[src/rtl/card_7seg.sv]
// Card-code to active-low 7-segment decoder for one board-display digit.
// Optionally registered (1-cycle latency) with an asynchronous blanking reset.
module card_7seg #(
    parameter int REGISTER_OUTPUT = 1
) (
    input  logic       clk,
    input  logic       rst,
    input  logic [3:0] SW,
    output logic [6:0] HEX0
);

    localparam logic [6:0] SEG_BLANK = 7'b1111111;

    logic [6:0] seg_next;

    // Unlisted codes and X/Z on SW fall through to the blank default.
    always_comb begin
        seg_next = SEG_BLANK;
        case (SW)
            4'd1:    seg_next = 7'b0001000;
            4'd2:    seg_next = 7'b0100100;
            4'd3:    seg_next = 7'b0110000;
            4'd4:    seg_next = 7'b0011001;
            4'd5:    seg_next = 7'b0010010;
            4'd6:    seg_next = 7'b0000010;
            4'd7:    seg_next = 7'b1111000;
            4'd8:    seg_next = 7'b0000000;
            4'd9:    seg_next = 7'b0010000;
            4'd10:   seg_next = 7'b1000000;
            4'd11:   seg_next = 7'b1100001;
            4'd12:   seg_next = 7'b0011000;
            4'd13:   seg_next = 7'b0001001;
            default: seg_next = SEG_BLANK;
        endcase
    end

    generate
        if (REGISTER_OUTPUT != 0) begin : g_reg
            logic [6:0] hex_reg;

            always_ff @(posedge clk or posedge rst) begin
                if (rst) begin
                    hex_reg <= SEG_BLANK;
                end else begin
                    hex_reg <= seg_next;
                end
            end

            assign HEX0 = hex_reg;
        end else begin : g_comb
            assign HEX0 = seg_next;
        end
    endgenerate

endmodule

[config.mk]
export PLATFORM = sky130hd
export DESIGN_NAME = card_7seg
export DESIGN_NICKNAME = d
export VERILOG_FILES = /design/src/rtl/card_7seg.sv
export SDC_FILE = /design/constraint.sdc
export NUM_CORES = 1
export LEC_CHECK = 0
export ABC_AREA = 1
export BUFFER_PORTS_ARGS = -buffer_cell sky130_fd_sc_hd__buf_4
export CORE_AREA = 2 2 39 41
export DETAILED_ROUTE_END_ITERATION = 7
export DIE_AREA = 0 0 41 43
export GPL_ROUTABILITY_DRIVEN = 1
export SLEW_MARGIN = 20
export SYNTH_ARGS = -nofsm -noshare
export SYNTH_HDL_FRONTEND = slang
export SYNTH_SLANG_ARGS = --single-unit
export TNS_END_PERCENT = 50
[constraint.sdc]
create_clock -name clk -period 0.8 [get_ports clk]
set_input_delay 0.2 -clock clk [delete_from_list [all_inputs] [get_ports clk]]
set_output_delay 0.2 -clock clk [all_outputs]
set_load 0.01 [all_outputs]
Word-level counts from Yosys, hierarchy flattened
Memories as Yosys holds them, arrays and structs flattened. A register that Yosys moved wholly into a read port is not among the register bits.
Index checks and enable logic that the tools add are counted.

word-level totals
  output and inout port bits = 7
  bits of input ports = 6
  memories kept = 1
  latch bits = 0
  bits in writable memories = 0
  logic and storage cells = 1
  register bits = 0
  ROM bits = 112

memories
  name              depth  width  rd ports  clocked after memory_dff  write ports  line  text
  (name not given)  16     7      1         1                         0            19    case (SW)

operators by class
  mux-type cells = 0
  shifts and indexed selects = 0
  order comparisons = 0
  multiply operators = 0
  reduce and logical (&&, ||, !) cells = 0
  bitwise logic cells = 0
  equality and inequality tests = 0
  div/mod/pow operators = 0
  $add $sub $neg = 0

Logic depth before layout (Yosys ltp)
Gate-level depths: netlist of the first run.

  word-level depth = 0
  gate-level depth with buffers = 7
  mapped depth without buffers = 7

Worst setup path after synthesis of the first run
OpenSTA, ideal clock, no wires.

  kind = input-to-reg
  start point = in SW[0]
  end point = reg g_reg.hex_reg[4], in the netlist HEX0[4]
  path buffers = 0
  data arrival time = 0.760 ns
  required time = 0.740 ns
  stages = 5
  setup slack = -0.020 ns
  library setup time = 0.060 ns
  cell sequence = inv_1 > ha_1 > nand2_1 > nand3_1 > nand2_1

RTL lines
  what             line  text
  start, declared  8     input logic [3:0] SW,
  end, declared    39    logic [6:0] hex_reg;

Worst setup path after layout of the first run
  start point = reg g_reg.hex_reg[3], in the netlist HEX0[3]
  end point = out HEX0[3]

RTL lines
  what           line  text
  end, declared  9     output logic [6:0] HEX0

No word-level cell between the ends.

==> results of run 1 <==
## worst max-delay path by stage
stage / to / from / slack [ns]
after CTS: HEX0[2] / HEX0[2] / -0.27
after global routing: HEX0[5] / HEX0[5] / -0.29
final: HEX0[3] / HEX0[3] / -0.26
after floorplan: HEX0[4] / SW[1] / -0.01
after global placement: HEX0[5] / SW[1] / -0.19
after detailed placement: HEX0[4] / SW[1] / -0.19
## cells in the final DEF, fill, tap and decap left out, types with 3 or more instances in the layout
cell	Yosys	routed
dfstp_2	7	7
inv_1	6	5
ha_1	7	5
buf_4	0	10
nand3_1	8	8
buf_6	1	7
clkbuf_4	0	3
nand2_1	24	24
## repair_timing
action	in CTS	in global routing
gates resized for setup	7	2
setup endpoints to repair	7	9
pin swaps	0	1
## power groups by stage
stage                     clock (mW)  combinational, mW  sequential, mW
final                          0.317              0.247           0.422
after global routing           0.348              0.282           0.427
after CTS                      0.329              0.249           0.423
after detailed placement           0              0.230           0.421
after global placement             0              0.227           0.421
after floorplan                    0             0.0982           0.440
## per-stage QoR
step / area (um2) / worst slack [ns] / std cells
2_1_floorplan: 467 / -0.0125 / 56
3_3_place_gp: 603 / -0.188 / 88
3_5_place_dp: 603 / -0.193 / 88
4_1_cts: 656 / -0.273 / 92
5_1_grt: 658 / -0.295 / 92
6_report: 658 / -0.263 / 92
## cell families after synthesis
group | count (synthesis) | synth area share (%)
and+or+nand+nor | 33 | 30.3
adders and majority gates | 7 | 19.4
buffers and inverters | 8 | 8.33
DFF | 7 | 40.8
AOI/OAI and AO/OA | 1 | 1.11
## per-layer routing
metal  track usage, %  wire length (um)  share of wire (%)  vias to the layer above
met4             10.0                 0                  0                        0
met3             1.57                51                5.9                        0
li1                 -                 -                  -                      209
met2             20.0               441                 51                       10
met5                0                 0                  0                        -
met1             16.0               365                 43                      180
## area by class of cell
class                      instances  share of cell area, %
multi-input combinational         41                   37.1
sequential                         7                   27.9
timing repair buffer              17                   23.4
inverter                           7                   4.56
clock buffer                       4                   3.99
tap                               16                   3.04
==> impl_metrics.py, run 1 <==
metrics = {
    "grt": {
        "grt_max_degree": 12,
        "antenna_found_initial": 0,
        "grt_util_all_layers_pct": 13.2,
        "grt.overflow.total": 0,
        "grt_pass1_vias": 376,
        "grt_pass1_wl_um": 1590,
    },
    "placement": {
        "hpwl_um": 709,
        "port_buffers": 12,
        "globalplace.congestion": 0.815,
    },
    "clock_network": {
        "cts_buffer_depth": 2,
        "hold_buffers": 0,
        "clk_pin_slew_worst_paths_ns": 0.05,
        "cts_root_buffer": "clkbuf_4",
        "cts_sinks": 7,
        "cts_tree": "yes",
        "numCtsBuffers": 3,
        "cts_setup_buffers": 0,
        "htree_levels": 1,
    },
    "sta": {
        "layout_min_cycle_time_ns": 1.06,
        "setup_violations": 7,
        "fin_ws_ns": -0.263,
        "worst_slew_pin_slew_ns": 0.242,
        "fin_setup_tns_ns": -1.82,
        "max_slew_margin_pct": 83.9,
        "max_freq_mhz": 941,
        "finalHoldViolations": 0,
        "finalCritPeriodShare_pct": 133,
        "drv_slew": 0,
        "whs_ns": 0.105,
        "rsz0062_at_grt": "true",
    },
    "power": {
        "p_switching_mw": 0.257,
        "seqPwrFrac_pct": 42.9,
        "clockPowerShare_pct": 32.1,
        "p_leak_nw": 0.346,
        "pwr_density_cell_nw_per_um2": 1500,
        "ir_drop_v": 0.000462,
        "pwr-share-comb_pct": 25.0,
        "total_power_mw": 0.986,
        "swShare_pct": 26.1,
        "internal-power_mw": 0.728,
    },
    "critical_path": {
        "cpMaxStageDelayCell": "dfstp_2",
        "startpoint_type": "flip-flop",
        "cp.arrival_ns": 0.86,
        "cp_max_fo": 1,
        "end_kind": "primary output",
        "crit_type": "reg -> out",
        "crit_required_ns": 0.60,
        "crit_path_cell_trace": "buf_6",
        "path_delay_family": "flip-flops",
        "crit_buf_inv": 1,
        "worst-path-stages": 1,
        "crit_path_max_incr_delay_ns": 0.52,
    },
    "synth": {
        "synth_nets": 69,
        "syn_area_um2": 450,
        "ys_warn_count": 0,
        "synth_area_leaders": "dfstp_2 (41%), nand2_1 (20%), ha_1 (19%)",
        "synth_edf_count": 0,
        "synth_cell_types": 9,
        "yosys.area.top_type": "dfstp_2",
        "synth-async-reset-ratio_pct": 100,
        "synth_area_per_cell_um2": 8.04,
        "synthCells": 56,
        "ys_seq_elements": 7,
        "synth_common_cells": "nand2_1 (24), nand3_1 (8), dfstp_2 (7), ha_1 (7), inv_1 (6)",
        "synth_top_area_share_pct": 40.8,
        "synth.most_common_cell": "nand2_1",
        "synth-main-ff-cell": "dfstp_2",
        "yosysSeqAreaShare_pct": 40.8,
    },
    "floorplan": {
        "fp.coreArea_um2": 1380,
        "die_area_um2": 1760,
        "die_h_um": 43,
        "rows": 14,
        "fp.dieW_um": 41,
        "initial_utilization_pct": 32.5,
        "io-pin-count": 13,
    },
    "detailed_routing": {
        "remaining_drc_errors": 0,
        "avgViaCountPerCell": 4.34,
        "wl_per_cell_um": 9.33,
        "vias": 399,
        "final_antenna_net_count": 0,
        "wirelength_um": 858,
        "drt-initial-drc-count": 5,
        "drtPass1Iterations": 4,
    },
    "layout": {
        "layout.nets": 90,
        "seq_area_um2": 184,
        "fillers": 152,
        "syn_to_final_growth_pct": 46.1,
        "antenna_cells": 0,
        "largest_register_ff_count": 7,
        "finalCoreUtilization_pct": 47.6,
        "multi_input_area_um2": 244,
        "drive_gt1_share_pct": 42.1,
    },
    "run_status": {
        "status": "complete, but fails checks",
        "violations": "negative setup slack",
    },
    "hold_path": {
        "hold_class": "in -> async",
    },
    "job": {
        "cap_violations": 0,
    },
}
Power figures use the tool's default switching activity.
==> inputs of run 2 (changes only) <==
- PLACE_DENSITY: default -> 0.54
==> run 2 against run 1 <==
The flow still finishes with violations (negative setup slack). Sequential power barely moved. Global-route usage increased by 0.074 points. Die area did not move. Setup slack worse by 0.0023 ns. Sequential cell count unchanged. Cell count is the same. Cell area fell by 0.38%. Non-clock buffer count did not move. Sequential share of layout area up 0.11 points. Maximum frequency decreased by 0.21%. Clock-buffer cell count stayed put. Utilization down 0.18 points.
==> impl_metrics.py, run 2 (synthesis gave the netlist of run 1 again) <==
metrics = {
    "placement": {
        "hpwl_um": 678,
        "globalplace.congestion": 0.839,
        "port_buffers": 12,
        "place_ws_ns": -0.196,
    },
    "critical_path": {
        "cpMaxStageDelayCell": "dfstp_2",
        "crit_required_ns": 0.60,
        "crit_path_max_incr_delay_ns": 0.53,
        "crit_type": "reg -> out",
        "cp.arrival_ns": 0.87,
        "path_delay_family": "flip-flops",
        "startpoint_type": "flip-flop",
        "cp-startpoint": "HEX0[2]",
        "crit_buf_inv": 1,
        "crit_path_cell_trace": "buf_6",
        "cp_max_fo": 1,
        "end_kind": "primary output",
        "worst-path-stages": 1,
    },
    "layout": {
        "antenna_cells": 0,
        "largest_register_ff_count": 7,
        "drive_gt1_share_pct": 40.8,
        "final_cell_mix": "nand2_1 (24), buf_4 (10), nand3_1 (8), dfstp_2 (7), buf_6 (7)",
        "fillers": 146,
        "layout.nets": 90,
        "multi_input_area_um2": 241,
        "final_common_cell": "nand2_1",
        "syn_to_final_growth_pct": 45.6,
        "seq_area_um2": 184,
    },
    "power": {
        "swShare_pct": 25.8,
        "pwr-share-comb_pct": 25.1,
        "clockPowerShare_pct": 31.8,
        "p_switching_mw": 0.254,
        "p_leak_nw": 0.348,
        "pwr_density_cell_nw_per_um2": 1500,
        "seqPwrFrac_pct": 43.1,
        "internal-power_mw": 0.729,
        "ir_drop_v": 0.000427,
    },
    "clock_network": {
        "cts_sinks": 7,
        "clk_pin_slew_worst_paths_ns": 0.05,
        "cts_root_buffer": "clkbuf_4",
        "htree_levels": 1,
        "numCtsBuffers": 3,
        "hold_buffers": 0,
        "cts_buffer_depth": 2,
        "cts_tree": "yes",
    },
    "floorplan": {
        "die_h_um": 43,
        "io-pin-count": 13,
        "fp.dieW_um": 41,
        "die_area_um2": 1760,
        "rows": 14,
        "initial_utilization_pct": 32.5,
        "fp.coreArea_um2": 1380,
    },
    "sta": {
        "fin_setup_tns_ns": -1.81,
        "max_freq_mhz": 939,
        "rsz0062_at_grt": "true",
        "drv_slew": 0,
        "max_slew_margin_pct": 83.5,
        "finalHoldViolations": 0,
        "layout_min_cycle_time_ns": 1.07,
        "worst_slew_pin_slew_ns": 0.247,
        "setup_violations": 7,
        "fin_ws_ns": -0.266,
        "finalCritPeriodShare_pct": 133,
    },
    "grt": {
        "grt_util_all_layers_pct": 13.3,
        "antenna_found_initial": 0,
        "grt.overflow.total": 0,
        "grt_pass1_vias": 409,
        "grt_max_degree": 12,
        "grt_pass1_wl_um": 1610,
    },
    "run_status": {
        "status": "complete, but fails checks",
        "violations": "negative setup slack",
    },
    "detailed_routing": {
        "remaining_drc_errors": 0,
        "wirelength_um": 860,
        "drt-initial-drc-count": 5,
        "vias": 397,
        "final_antenna_net_count": 0,
        "avgViaCountPerCell": 4.32,
        "drtPass1Iterations": 4,
        "wl_per_cell_um": 9.35,
    },
    "job": {
        "cap_violations": 0,
    },
    "hold_path": {
        "hold_class": "in -> async",
    },
}
==> run 2: cell counts in the layout (fill, tap and decap cells not counted) <==
No cell type changed its count.
==> run 2: worst paths after layout <==
kind                            to  slack, ns
setup / recovery           HEX0[2]      -0.27
hold / removal             HEX0[6]       0.11
max in group asynchronous  HEX0[0]       0.66
min in group clk           HEX0[0]       0.21
==> run 2: power groups by stage <==
stage                     registers (mW)  logic (mW)  clock network (mW)
after detailed placement           0.421       0.230                   0
after CTS                          0.423       0.250               0.327
final                              0.423       0.247               0.312
after floorplan                    0.440      0.0982                   0
after global placement             0.421       0.228                   0
after global routing               0.428       0.280               0.338
==> run 2: cell type report <==
| cell class | count | share of cell area (%) |
|---|---|---|
| clock buffer | 4 | 4.01 |
| inverter | 7 | 4.58 |
| multi-input combinational | 41 | 36.8 |
| sequential | 7 | 28.1 |
| tap | 16 | 3.05 |
| timing repair buffer | 17 | 23.5 |
==> run 2: metrics by stage <==
stage | instance area [um2] | cells | power [mW] | utilization, % | hold WS, ns
floorplan | 467 | 56 | 0.538 | - | 0.221
global placement | 603 | 88 | 0.649 | 43.6 | 0.387
detailed placement | 603 | 88 | 0.651 | 43.6 | 0.390
CTS | 656 | 92 | 1.00 | 47.4 | 0.124
global route | 656 | 92 | 1.05 | 47.4 | 0.155
finish | 656 | 92 | 0.982 | 47.4 | 0.111
==> run 2: repair_timing <==
action | CTS | global route
setup buffers | 0 | 0
gates cloned | 0 | 0
setup endpoints to repair | 7 | 8
gates resized for setup | 7 | 0
pin swaps | 0 | 1
==> run 2: layer usage <==
layer,track usage [%],part of all wire [%]
met5,0,0
met4,10.0,0
met3,1.57,4.2
met2,19.4,51
met1,16.9,45
==> inputs of run 3 (changes only) <==
- CELL_PAD_IN_SITES_DETAIL_PLACEMENT: default -> 0
- CELL_PAD_IN_SITES_GLOBAL_PLACEMENT: default -> 2
- CORE_AREA: 2 2 39 41 -> default
- CORE_MARGIN: default -> 1
- CORE_UTILIZATION: default -> 26
- DIE_AREA: 0 0 41 43 -> default
- PLACE_DENSITY: 0.54 -> 0.7
==> run 3 against run 2 <==
The flow finishes with violations (design-rule violations, negative setup slack). Global-route usage decreased by 2.5 points. Die area up 7.9%. Via count is 5.8% higher. Cell area unchanged. First-iteration DRC count up 120%. Non-clock buffer count stayed put. Clock power fell by 2%. Setup slack improved by 0.0027 ns. Utilization down 5.3 points. Sequential share of layout area unchanged. Critical path type unchanged. Critical endpoint is now HEX0[3]. Largest power group unchanged. Highest routed layer is now met4.
==> impl_metrics.py, run 3 (synthesis gave the netlist of run 1 again) <==
metrics = {
    "critical_path": {
        "crit_buf_inv": 1,
        "path_delay_family": "flip-flops",
        "end_kind": "primary output",
        "cp_max_fo": 1,
        "cpMaxStageDelayCell": "dfstp_2",
        "crit_path_cell_trace": "buf_6",
        "crit_type": "reg -> out",
        "crit_path_max_incr_delay_ns": 0.52,
        "cp.arrival_ns": 0.86,
        "startpoint_type": "flip-flop",
        "crit_required_ns": 0.60,
    },
    "job": {
        "cap_violations": 0,
    },
    "placement": {
        "hpwl_um": 727,
        "globalplace.congestion": 0.749,
        "port_buffers": 12,
    },
    "clock_network": {
        "numCtsBuffers": 3,
        "clk_pin_slew_worst_paths_ns": 0.05,
        "cts_root_buffer": "clkbuf_4",
        "cts_setup_buffers": 0,
        "cts_sinks": 7,
        "htree_levels": 1,
        "cts_buffer_depth": 2,
        "cts_tree": "yes",
    },
    "power": {
        "p_leak_nw": 0.348,
        "pwr_density_cell_nw_per_um2": 1500,
        "internal-power_mw": 0.728,
        "pwr-share-comb_pct": 25.6,
        "total_power_mw": 0.981,
        "clockPowerShare_pct": 31.3,
        "ir_drop_v": 0.000444,
        "swShare_pct": 25.8,
        "seqPwrFrac_pct": 43.1,
        "p_switching_mw": 0.254,
    },
    "grt": {
        "grt_pass1_wl_um": 1460,
        "grt_max_degree": 12,
        "antenna_found_initial": 0,
        "grt_util_all_layers_pct": 10.8,
        "grt_pass1_vias": 358,
        "grt.overflow.total": 0,
    },
    "layout": {
        "layout.nets": 90,
        "fillers": 168,
        "syn_to_final_growth_pct": 45.6,
        "largest_register_ff_count": 7,
        "final_cell_mix": "nand2_1 (24), buf_4 (10), nand3_1 (8), dfstp_2 (7), buf_6 (7)",
        "antenna_cells": 0,
        "finalCoreUtilization_pct": 42.1,
        "drive_gt1_share_pct": 40.8,
        "final_common_cell": "nand2_1",
    },
    "sta": {
        "layout_min_cycle_time_ns": 1.06,
        "max_slew_margin_pct": 83.4,
        "drv_slew": 0,
        "rsz0062_at_grt": "true",
        "setup_violations": 7,
        "worst_slew_pin_slew_ns": 0.248,
        "fin_setup_tns_ns": -1.80,
        "finalHoldViolations": 0,
        "max_freq_mhz": 941,
        "finalCritPeriodShare_pct": 133,
        "fin_ws_ns": -0.263,
    },
    "detailed_routing": {
        "wl_per_cell_um": 10.1,
        "remaining_drc_errors": 3,
        "final_antenna_net_count": 0,
        "vias": 420,
        "avgViaCountPerCell": 4.57,
        "drt-initial-drc-count": 11,
        "wirelength_um": 932,
        "drtPass1Iterations": 6,
    },
    "floorplan": {
        "fp.coreArea_um2": 1560,
        "io-pin-count": 13,
        "fp.dieW_um": 43.6,
        "rows": 14,
        "initial_utilization_pct": 28.9,
        "die_area_um2": 1900,
        "die_h_um": 43.6,
    },
    "run_status": {
        "violations": "design-rule violations, negative setup slack",
        "status": "complete, but fails checks",
    },
    "hold_path": {
        "hold_class": "in -> async",
    },
}
==> run 3: cell counts in the layout (fill, tap and decap cells not counted) <==
No cell type changed its count.
==> run 3: cell type report <==
type | instances | area (um2) | share of cell area, %
Inverter | 7 | 30.0 | 4.58
Multi-Input combinational cell | 41 | 241 | 36.8
Sequential cell | 7 | 184 | 28.1
Tap cell | 16 | 20.0 | 3.05
Clock buffer | 4 | 26.3 | 4.01
Timing Repair Buffer | 17 | 154 | 23.5
==> run 3: metal layers <==
layer	GRT usage (%)	vias up	wire length [um]	part of all wire, %
met5	0	-	0	0
met3	3.75	2	37	4.0
met2	17.6	17	436	47
met1	12.3	189	445	48
li1	-	212	-	-
met4	5.63	0	12	1.3
==> run 3: per-stage QoR <==
step	worst slack [ns]	hold slack, ns	std cells	instance area [um2]
2_1_floorplan	-0.0125	0.221	56	467
3_3_place_gp	-0.217	0.382	88	603
3_5_place_dp	-0.225	0.384	88	603
4_1_cts	-0.272	0.123	92	656
5_1_grt	-0.293	0.153	92	656
6_report	-0.263	0.113	92	656
==> run 3: final timing paths <==
check                          end  startpoint  slack, ns  cells past startpoint
min                        HEX0[1]         rst       0.11                      2
min in group clk           HEX0[0]       SW[3]       0.21                      3
max in group asynchronous  HEX0[5]         rst       0.66                      2
max                        HEX0[3]     HEX0[3]      -0.26                      1
==> run 3: power by group through the flow <==
stage	sequential, mW	clock (mW)	combinational (mW)
after floorplan	0.440	0	0.0982
after global placement	0.421	0	0.234
after detailed placement	0.421	0	0.231
after CTS	0.423	0.321	0.250
after global routing	0.425	0.340	0.276
final	0.423	0.307	0.251
==> run 3: repair_timing <==
item                                    CTS  global route
pin swaps                                 0             1
hold buffers                              0             0
endpoints found under the setup margin    7             8
cloned                                    0             0
gates resized for setup                   7             0
